<file path="src/rtl/mem_loader_pkg.sv">
// Shared loader definitions: memory geometry, loader state encoding and the
// held-byte payload used while the loader is busy writing.
package mem_loader_pkg;

  localparam int unsigned MEM_ADDR_W     = 8;
  localparam int unsigned MEM_DATA_W     = 32;
  localparam int unsigned BYTE_W         = 8;
  localparam int unsigned BYTES_PER_WORD = 4;
  localparam int unsigned IDX_W          = 2;

  // Loader FSM encoding (kept as plain constants for legacy users of the map)
  localparam logic [1:0] LD_IDLE    = 2'd0;
  localparam logic [1:0] LD_COLLECT = 2'd1;
  localparam logic [1:0] LD_WRITE   = 2'd2;
  localparam logic [1:0] LD_ADVANCE = 2'd3;

  // A byte pulse that arrived while the loader could not accept it
  typedef struct packed {
    logic              valid;
    logic [BYTE_W-1:0] data;
  } byte_hold_t;

endpackage

</file>
<file path="src/rtl/mem_loader_button_debounce.sv">
// button_debounce: synchronizes a raw push-button and accepts a new level
// only after it has been stable for DEBOUNCE_CYCLES cycles.
// Ports:
//   clk, rst    - system clock, synchronous active-high reset
//   raw         - asynchronous button input, high = pressed
//   level       - debounced (accepted) button level
//   rise_pulse  - one-cycle pulse on each accepted 0->1 transition
module button_debounce #(
  parameter int unsigned DEBOUNCE_CYCLES = 16
) (
  input  logic clk,
  input  logic rst,
  input  logic raw,
  output logic level,
  output logic rise_pulse
);

  localparam int unsigned CNT_W = (DEBOUNCE_CYCLES > 2) ? $clog2(DEBOUNCE_CYCLES) : 1;
  localparam logic [CNT_W-1:0] CNT_LAST = CNT_W'(DEBOUNCE_CYCLES - 1);

  logic             sync_1;
  logic             sync_2;
  logic [CNT_W-1:0] cnt;

  // Two-flop synchronizer followed by a stability counter
  always_ff @(posedge clk) begin
    if (rst) begin
      sync_1     <= 1'b0;
      sync_2     <= 1'b0;
      cnt        <= '0;
      level      <= 1'b0;
      rise_pulse <= 1'b0;
    end else begin
      sync_1     <= raw;
      sync_2     <= sync_1;
      rise_pulse <= 1'b0;
      if (sync_2 == level) begin
        cnt <= '0;
      end else if (cnt == CNT_LAST) begin
        cnt        <= '0;
        level      <= sync_2;
        rise_pulse <= sync_2;
      end else begin
        cnt <= cnt + CNT_W'(1);
      end
    end
  end

endmodule

</file>
<file path="src/rtl/mem_loader.sv">
// mem_loader: assembles 32-bit words from switch bytes latched by a debounced
// button and writes them to MEMORY at an auto-incrementing address.
// Ports:
//   clk, rst   - system clock, synchronous active-high reset
//   enable     - loader mode; 1 = loader owns the memory bus
//   sw_data    - switch byte
//   btn_byte   - raw button: latch sw_data as the next byte of the word
//   btn_addr   - raw button: load sw_data as the write address
//   mem_addr   - write address to MEMORY
//   mem_din    - assembled word to MEMORY
//   mem_we     - one-cycle write strobe
//   busy       - loader is out of IDLE; top level selects the loader's bus
//   byte_idx   - bytes collected in the current word
//   disp_word  - partial word for the hex display
module mem_loader
  import mem_loader_pkg::*;
#(
  parameter int unsigned ADDR_W          = MEM_ADDR_W,
  parameter int unsigned DATA_W          = MEM_DATA_W,
  parameter int unsigned DEBOUNCE_CYCLES = 16
) (
  input  logic              clk,
  input  logic              rst,
  input  logic              enable,
  input  logic [BYTE_W-1:0] sw_data,
  input  logic              btn_byte,
  input  logic              btn_addr,
  output logic [ADDR_W-1:0] mem_addr,
  output logic [DATA_W-1:0] mem_din,
  output logic              mem_we,
  output logic              busy,
  output logic [IDX_W-1:0]  byte_idx,
  output logic [DATA_W-1:0] disp_word
);

  localparam logic [IDX_W-1:0] IDX_LAST = IDX_W'(BYTES_PER_WORD - 1);

  logic byte_pulse;
  logic addr_pulse;
  logic byte_level;
  logic addr_level;
  logic unused_levels;

  button_debounce #(.DEBOUNCE_CYCLES(DEBOUNCE_CYCLES)) u_byte_db (
    .clk        (clk),
    .rst        (rst),
    .raw        (btn_byte),
    .level      (byte_level),
    .rise_pulse (byte_pulse)
  );

  button_debounce #(.DEBOUNCE_CYCLES(DEBOUNCE_CYCLES)) u_addr_db (
    .clk        (clk),
    .rst        (rst),
    .raw        (btn_addr),
    .level      (addr_level),
    .rise_pulse (addr_pulse)
  );

  assign unused_levels = byte_level ^ addr_level;

  logic [1:0]        state_q,  state_d;
  logic [ADDR_W-1:0] addr_q,   addr_d;
  logic [DATA_W-1:0] word_q,   word_d;
  logic [IDX_W-1:0]  idx_q,    idx_d;
  logic              we_q,     we_d;
  logic              busy_q,   busy_d;
  byte_hold_t        hold_q,   hold_d;

  logic              byte_ev;
  logic [BYTE_W-1:0] byte_val;

  // A byte held over from WRITE/ADVANCE is applied first on return to COLLECT
  assign byte_ev  = byte_pulse | hold_q.valid;
  assign byte_val = hold_q.valid ? hold_q.data : sw_data;

  // State and output registers
  always_ff @(posedge clk) begin
    if (rst) begin
      state_q <= LD_IDLE;
      addr_q  <= '0;
      word_q  <= '0;
      idx_q   <= '0;
      we_q    <= 1'b0;
      busy_q  <= 1'b0;
      hold_q  <= '0;
    end else begin
      state_q <= state_d;
      addr_q  <= addr_d;
      word_q  <= word_d;
      idx_q   <= idx_d;
      we_q    <= we_d;
      busy_q  <= busy_d;
      hold_q  <= hold_d;
    end
  end

  // Next-state and next-output logic
  always_comb begin
    state_d = state_q;
    addr_d  = addr_q;
    word_d  = word_q;
    idx_d   = idx_q;
    we_d    = 1'b0;
    hold_d  = hold_q;

    case (state_q)
      LD_IDLE: begin
        hold_d = '0;
        if (enable) begin
          state_d = LD_COLLECT;
          idx_d   = '0;
          word_d  = '0;
        end
      end

      LD_COLLECT: begin
        hold_d = '0;
        if (!enable) begin
          // Partial word is discarded; the address is kept
          state_d = LD_IDLE;
          idx_d   = '0;
          word_d  = '0;
        end else if (addr_pulse) begin
          // Address button wins over a coincident byte
          addr_d = sw_data;
          idx_d  = '0;
          word_d = '0;
        end else if (byte_ev) begin
          word_d[BYTE_W*int'(idx_q) +: BYTE_W] = byte_val;
          idx_d = idx_q + IDX_W'(1);
          if (idx_q == IDX_LAST) begin
            state_d = LD_WRITE;
            we_d    = 1'b1;
          end
        end
      end

      LD_WRITE: begin
        // Write strobe is high for this single cycle; it always completes
        state_d = LD_ADVANCE;
        if (byte_pulse) begin
          hold_d = '{valid: 1'b1, data: sw_data};
        end
      end

      LD_ADVANCE: begin
        addr_d = addr_q + ADDR_W'(1);
        idx_d  = '0;
        word_d = '0;
        if (byte_pulse) begin
          hold_d = '{valid: 1'b1, data: sw_data};
        end
        if (enable) begin
          state_d = LD_COLLECT;
        end else begin
          state_d = LD_IDLE;
          hold_d  = '0;
        end
      end

      default: begin
        state_d = LD_IDLE;
      end
    endcase

    busy_d = (state_d != LD_IDLE);
  end

  assign mem_addr  = addr_q;
  assign mem_din   = word_q;
  assign mem_we    = we_q;
  assign busy      = busy_q;
  assign byte_idx  = idx_q;
  assign disp_word = word_q;

endmodule

</file>
<file path="config.mk">
export PLATFORM = sky130hd
export DESIGN_NAME = mem_loader
export DESIGN_NICKNAME = d
export VERILOG_FILES = /design/src/rtl/mem_loader_pkg.sv /design/src/rtl/mem_loader_button_debounce.sv /design/src/rtl/mem_loader.sv
export SDC_FILE = /design/constraint.sdc
export NUM_CORES = 1
export LEC_CHECK = 0
export ABC_AREA = 1
export CORE_MARGIN = 1
export CORE_UTILIZATION = 40
export CTS_CLUSTER_DIAMETER = 150
export DETAILED_ROUTE_END_ITERATION = 7
export GPL_TIMING_DRIVEN = 1
export PLACE_DENSITY = 0.66
export SYNTH_ARGS = -nofsm -noshare
export SYNTH_HDL_FRONTEND = slang
export SYNTH_SLANG_ARGS = --single-unit
</file>
<file path="constraint.sdc">
create_clock -name clk -period 4.5 [get_ports clk]
set_clock_uncertainty 0.1 [all_clocks]
set_input_delay 1.125 -clock clk [delete_from_list [all_inputs] [get_ports clk]]
set_output_delay 1.125 -clock clk [all_outputs]
set_load 0.02 [all_outputs]
</file>
# [Word level (Yosys, flattened, before mapping)]
# Cells that the tools add are included.
[totals] ff_bits=71
[classes] n_eq_ne=12 addsub=5 shifts=2 bitwise_logic=8 muxes=26 reduce_logical=14
[ops] op="$mux 32" count=4
[ops] op="$pmux 32 s3" count=1
[ops] op="$neg 5->34" count=1
[ops] op="$shift 8x34->32 const A" count=1
[ops] op="$shiftx 8x34->32" count=1
[ops] op="$bwmux 32" count=1
[ops] op="$pmux 9 s3" count=1
[ops] op="$mux 8" count=3
[ops] op="$mux 2" count=9
[ops] op="$mux 9" count=2
[ops] op="$pmux 8 s2" count=1
[ops] op="$reduce_or 3->1" count=4
[ops] op="$add 4x1->4 const B" count=2
[ops] op="$add 8x1->8 const B" count=1
[ops] op="$eq 4x4->1 const B" count=2
[ops] op="$pmux 2 s4" count=1
[ops] op="$not 1->1" count=7
[ops] op="$eq 2x2->1 const B" count=3
[ops] op="$pmux 2 s3" count=1
[ops] op="$reduce_and 3->1" count=2
[ops] op="$reduce_or 5->1" count=1
[ops] op="$ne 2x2->1 const B" count=2
[ops] op="$ne 4x3->1 const B" count=1
[ops] op="$reduce_and 2->1" count=2
[ops] op="10 further kinds" count=13

# [Longest topological paths before layout]
[logic_depth] word_depth=7 depth_mapped=11 ltp_nobuf=9

# [By module]
# From an unflattened synthesis, not the netlist that was laid out.
[hier_totals] hier_cells=579 area_unflattened_um2=3821.2
[modules_own_cells] mod="mem_loader" instances=1 seq_area_each_um2=1101.1 area_per_inst_um2=3235.6 cells_each=513
[modules_own_cells] mod="button_debounce" instances=2 seq_area_each_um2=160.2 area_per_inst_um2=292.8 cells_each=33

# [Least setup slack after synthesis]
# No wires, ideal clock.
[synth_timing] kind="input to register" from="input port enable" to="register word_q[30] (netlist: disp_word[30])" arrival_time_ps=1924 path_stages=9 path_slack_ps=2351 t_required_ps=4275 setup_ps=125 cell_sequence="buf_4 -> nand2_1 -> nor2_1 -> nor2_4 -> buf_6 -> nand2_4 -> nand2_1 -> nand2_1 -> nor2_2"
[synth_via] elab_chain_len=2 elab_cells_between_ends=5 classes_between="eq/ne: 2; mux: 2; reduce/logical: 1"
[synth_lines] element="start: declaration" line_no="mem_loader.sv:24" source="input logic enable,"
[synth_lines] element="$ne 4x3->1 (no source line) (tied with other cells)"
[synth_lines] element="$reduce_and 3->1 (no source line) or $pmux 32 s3 (tied branches)"
[synth_lines] element="end signal: assignment" line_no="mem_loader.sv:90" source="word_q <= word_d;"
[synth_lines] element="end: declaration" line_no="mem_loader.sv:64" source="logic [DATA_W-1:0] word_q, word_d;"
# Several ways; a longest one is shown, not always the timed one.
# A chain may end at the register's enable or synchronous reset.

# [Final worst setup path]
[layout_timing] from="register idx_q[0] (netlist: byte_idx[0])" to="output port byte_idx[0]"
[layout_lines] element="start: declaration" line_no="mem_loader.sv:65" source="logic [IDX_W-1:0] idx_q, idx_d;"
[layout_lines] element="start signal: assignment" line_no="mem_loader.sv:91" source="idx_q <= idx_d;"
[layout_lines] element="end: declaration" line_no="mem_loader.sv:32" source="output logic [IDX_W-1:0] byte_idx,"
# No word-level cell between the ends.

==> implementation parameters <==
Parameter                              Value

STA
  Rel. slew slack ... 0.613
  Final Slew Violations ... 0
  Setup total negative slack ... 0 ps
  Crit path time final ... 2720 ps
  Setup repair after global routing missed its margin ... no
  Post-route clock period utilization ... 0.605
  Peak clock frequency supported by timing ... 367 MHz
  Final setup violating endpoints ... 0
  Slew at the pin with the worst max-slew slack ... 575 ps
  Hold Violations, Final ... 0

Clock tree
  Clock tree root buffer cell ... clkbuf_8
  Quantity of gates resized following cts ... 0
  H-Tree Level Count ... 3
  Hold_buf cts ... 0
  TritonCTS Buffers ... 9
  # clock sinks ... 71
  Number of post-CTS setup repair buffers ... 0
  Clock input transition at the sequential cells of the worst setup and hold paths ... 70 ps
  Clock tree from TritonCTS ... built
  Bufs on Longest Clock Path ... 2
  Worst-skew pair later-pin latency ... 340 ps

Global routing
  Residual overflow from global routing ... 0
  Initial antenna violation count ... 0
  First-pass GRT wire length ... 14400 um
  Global-route usage over all layers ... 0.182
  Pin count of the biggest net entering global routing ... 42
  Via count of the first global-routing pass ... 3149

Place
  DP HPWL ... 6430 um
  Global placer's final weighted congestion ... 0.855
  IO buf count ... 88

Setup path
  Arrival time of the worst setup path ... 1500 ps
  Capturing element of the worst setup path ... byte_idx[0]
  Worst setup SP type ... flip-flop
  Critical path class ... flip-flop to output pin
  Logic depth of the worst setup path including buffers ... 1
  Critical path required time ... 3270 ps
  Buffers and inverters on the worst path ... 1
  Critical path's top delay family ... buffers and inverters
  Largest fanout on the critical path ... 7
  FF-to-FF Start ... byte_idx[0]
  Timing startpoint of the critical path ... byte_idx[0]
  Critical Path Slowest Stage Cell ... clkdlybuf4s50_1
  Biggest cell delay along the critical path ... 670 ps
  Reg2Reg Capture Point ... disp_word[7]
  Slack of the worst reg-to-reg path ... 2250 ps
  Reg2Reg Depth ... 9
  List of cells traversed by the critical path ... clkdlybuf4s50_1
  Endpoint class of the critical path ... output pin

Finish
  Fin util ... 0.511
  Share of post-route cells with drive strength above 1 ... 0.0803
  Fin nets ... 641
  Diode insertion count for antenna repair ... 0
  Area Overhead vs Synth ... 22.9%

Yosys
  Number of instances in the synthesized netlist ... 564
  Count of warnings emitted by yosys ... 0
  Post-synth top flop ... dfxtp_1
  Top cell type's share of synthesized area ... 0.367
  Net Count, Synth ... 586
  Async S/R FF share, synth ... 0
  Number of different library cells in the post-synthesis netlist ... 39
  Leading cell types by total area after synthesis ... dfxtp_1 37%, nand2_1 17%, nor2_1 7.1%
  Most numerous cell in the Yosys netlist ... nand2_1
  Post-synthesis cell type with the largest combined area ... dfxtp_1
  Share of the yosys chip area belonging to registers ... 0.367
  Register bit total from synthesis ... 71
  Average instance area after synthesis ... 6.87 um^2
  Post-synthesis instance area ... 3870 um^2
  Commonest cells in the netlist ... 177 x nand2_1, 73 x nor2_1, 71 x dfxtp_1, 69 x inv_1, 35 x buf_4
  Number of enable flip-flop cells after synthesis ... 0

Drt
  First drt pass iteration count ... 4
  Via count of the routed design ... 3469
  Initial DRC count ... 145
  Routed length per instance ... 11.6 um
  Routed WL ... 8700 um
  Post-DRT Antenna Nets ... 0
  DRC violation count after routing ... 0
  Routed via count divided by cell count ... 4.61

Power
  Power per cell area ... 298 nW/um^2
  Peak supply drop ... 164 uV
  Combinational share of power ... 0.213
  Proportion of power drawn by the clock network ... 0.311
  Switching power as a share of total power ... 0.304
  Static Leak ... 0.00202 uW
  Internal ... 988 uW
  Net switching component of the power ... 431 uW
  Share of power burned in registers ... 0.476

Floorplanning
  Die X ... 100 um
  Die Area ... 10100 um^2
  Core Region ... 9330 um^2
  Die outline height ... 100 um
  Std-Cell Rows ... 35
  Top-Level Pins ... 89
  Starting utilization of the core area ... 0.415

Outcome
  Result of the run ... completed

Run
  Max-cap violation count ... 0

Worst hold path
  Hold Crit Class ... flip-flop to flip-flop
[layout make-up]
cell class                      instances  area, um^2
Fill cell                             954        4560
Multi-Input combinational cell        373        1840
Sequential cell                        71        1420
Timing Repair Buffer                   89         888
Inverter                               75         292
Tap cell                              129         161
Clock buffer                           11         141
Clock inverter                          4        22.5
[worst min-delay path, cell delays in order (launching register included)]
cell and delay [ps]:
dfxtp_1 300, inv_1 40, nor2_1 30
[stage by stage]
stage / area, um^2 / hold slack, ps / total power, uW / cells / worst slack, ps
6_report: 4760 / 308 / 1420 / 752 / 1780
5_1_grt: 4760 / 327 / 1490 / 752 / 1690
4_1_cts: 4760 / 310 / 1430 / 752 / 1760
3_5_place_dp: 4600 / 297 / 991 / 737 / 1520
3_3_place_gp: 4600 / 290 / 987 / 737 / 1550
2_1_floorplan: 3870 / 288 / 897 / 564 / 2350
[cells by family (layout without fill, tap and decap cells)]
| family | count (synthesis) | in the layout | share of synthesized area |
|---|---|---|---|
| simple gates | 321 | 321 | 0.376 |
| buf+inv | 120 | 179 | 0.159 |
| flops | 71 | 71 | 0.367 |
| compound gates | 39 | 39 | 0.0601 |
| fa+ha+maj | 9 | 9 | 0.0291 |
| xor+xnor | 4 | 4 | 0.00904 |
[routing by layer]
layer	share of wire	global-route usage	vias up
met3	0.045	0.0272	17
met1	0.48	0.235	1535
met2	0.46	0.300	103
met5	0	0	-
met4	0.019	0.0814	0
li1	-	-	1814
[registers in the layout, summed over array words and instances, names as in the netlist, 2 cells and up]
signal / cells
hold_q: 9
state_q: 2
byte_idx: 2
mem_addr: 8
u_addr_db.cnt: 4
disp_word: 32
u_byte_db.cnt: 4
[power groups by stage]
stage	clock network, uW	registers, uW	logic, uW
6_report	442	675	302
5_1_grt	480	679	333
4_1_cts	452	676	302
3_5_place_dp	0	690	301
3_3_place_gp	0	689	298
2_1_floorplan	0	713	184
[cell usage in the layout, fill, tap and decap left out, types with 4 or more instances in the layout]
master / synthesis / routed
o21ai_0: 12 / 12
nor2_4: 6 / 6
ha_1: 9 / 9
inv_1: 69 / 69
nor2_1: 73 / 73
nand2_1: 177 / 177
dfxtp_1: 71 / 71
nand2_4: 4 / 4
a21oi_1: 15 / 15
clkdlybuf4s50_1: 0 / 88
nand3_1: 32 / 32
nand4_1: 11 / 11
clkbuf_8: 0 / 10
[worst min path at each step]
stage | cells after the start | endpoint | start
2_1_floorplan | 2 | u_addr_db.sync_2 | u_addr_db.sync_1
3_3_place_gp | 2 | u_byte_db.sync_2 | u_byte_db.sync_1
3_5_place_dp | 2 | u_byte_db.sync_2 | u_byte_db.sync_1
4_1_cts | 2 | u_byte_db.sync_2 | u_byte_db.sync_1
5_1_grt | 2 | u_addr_db.sync_2 | u_addr_db.sync_1
6_report | 2 | u_byte_db.sync_2 | u_byte_db.sync_1
Note: power is estimated with default switching activity, not from simulation.
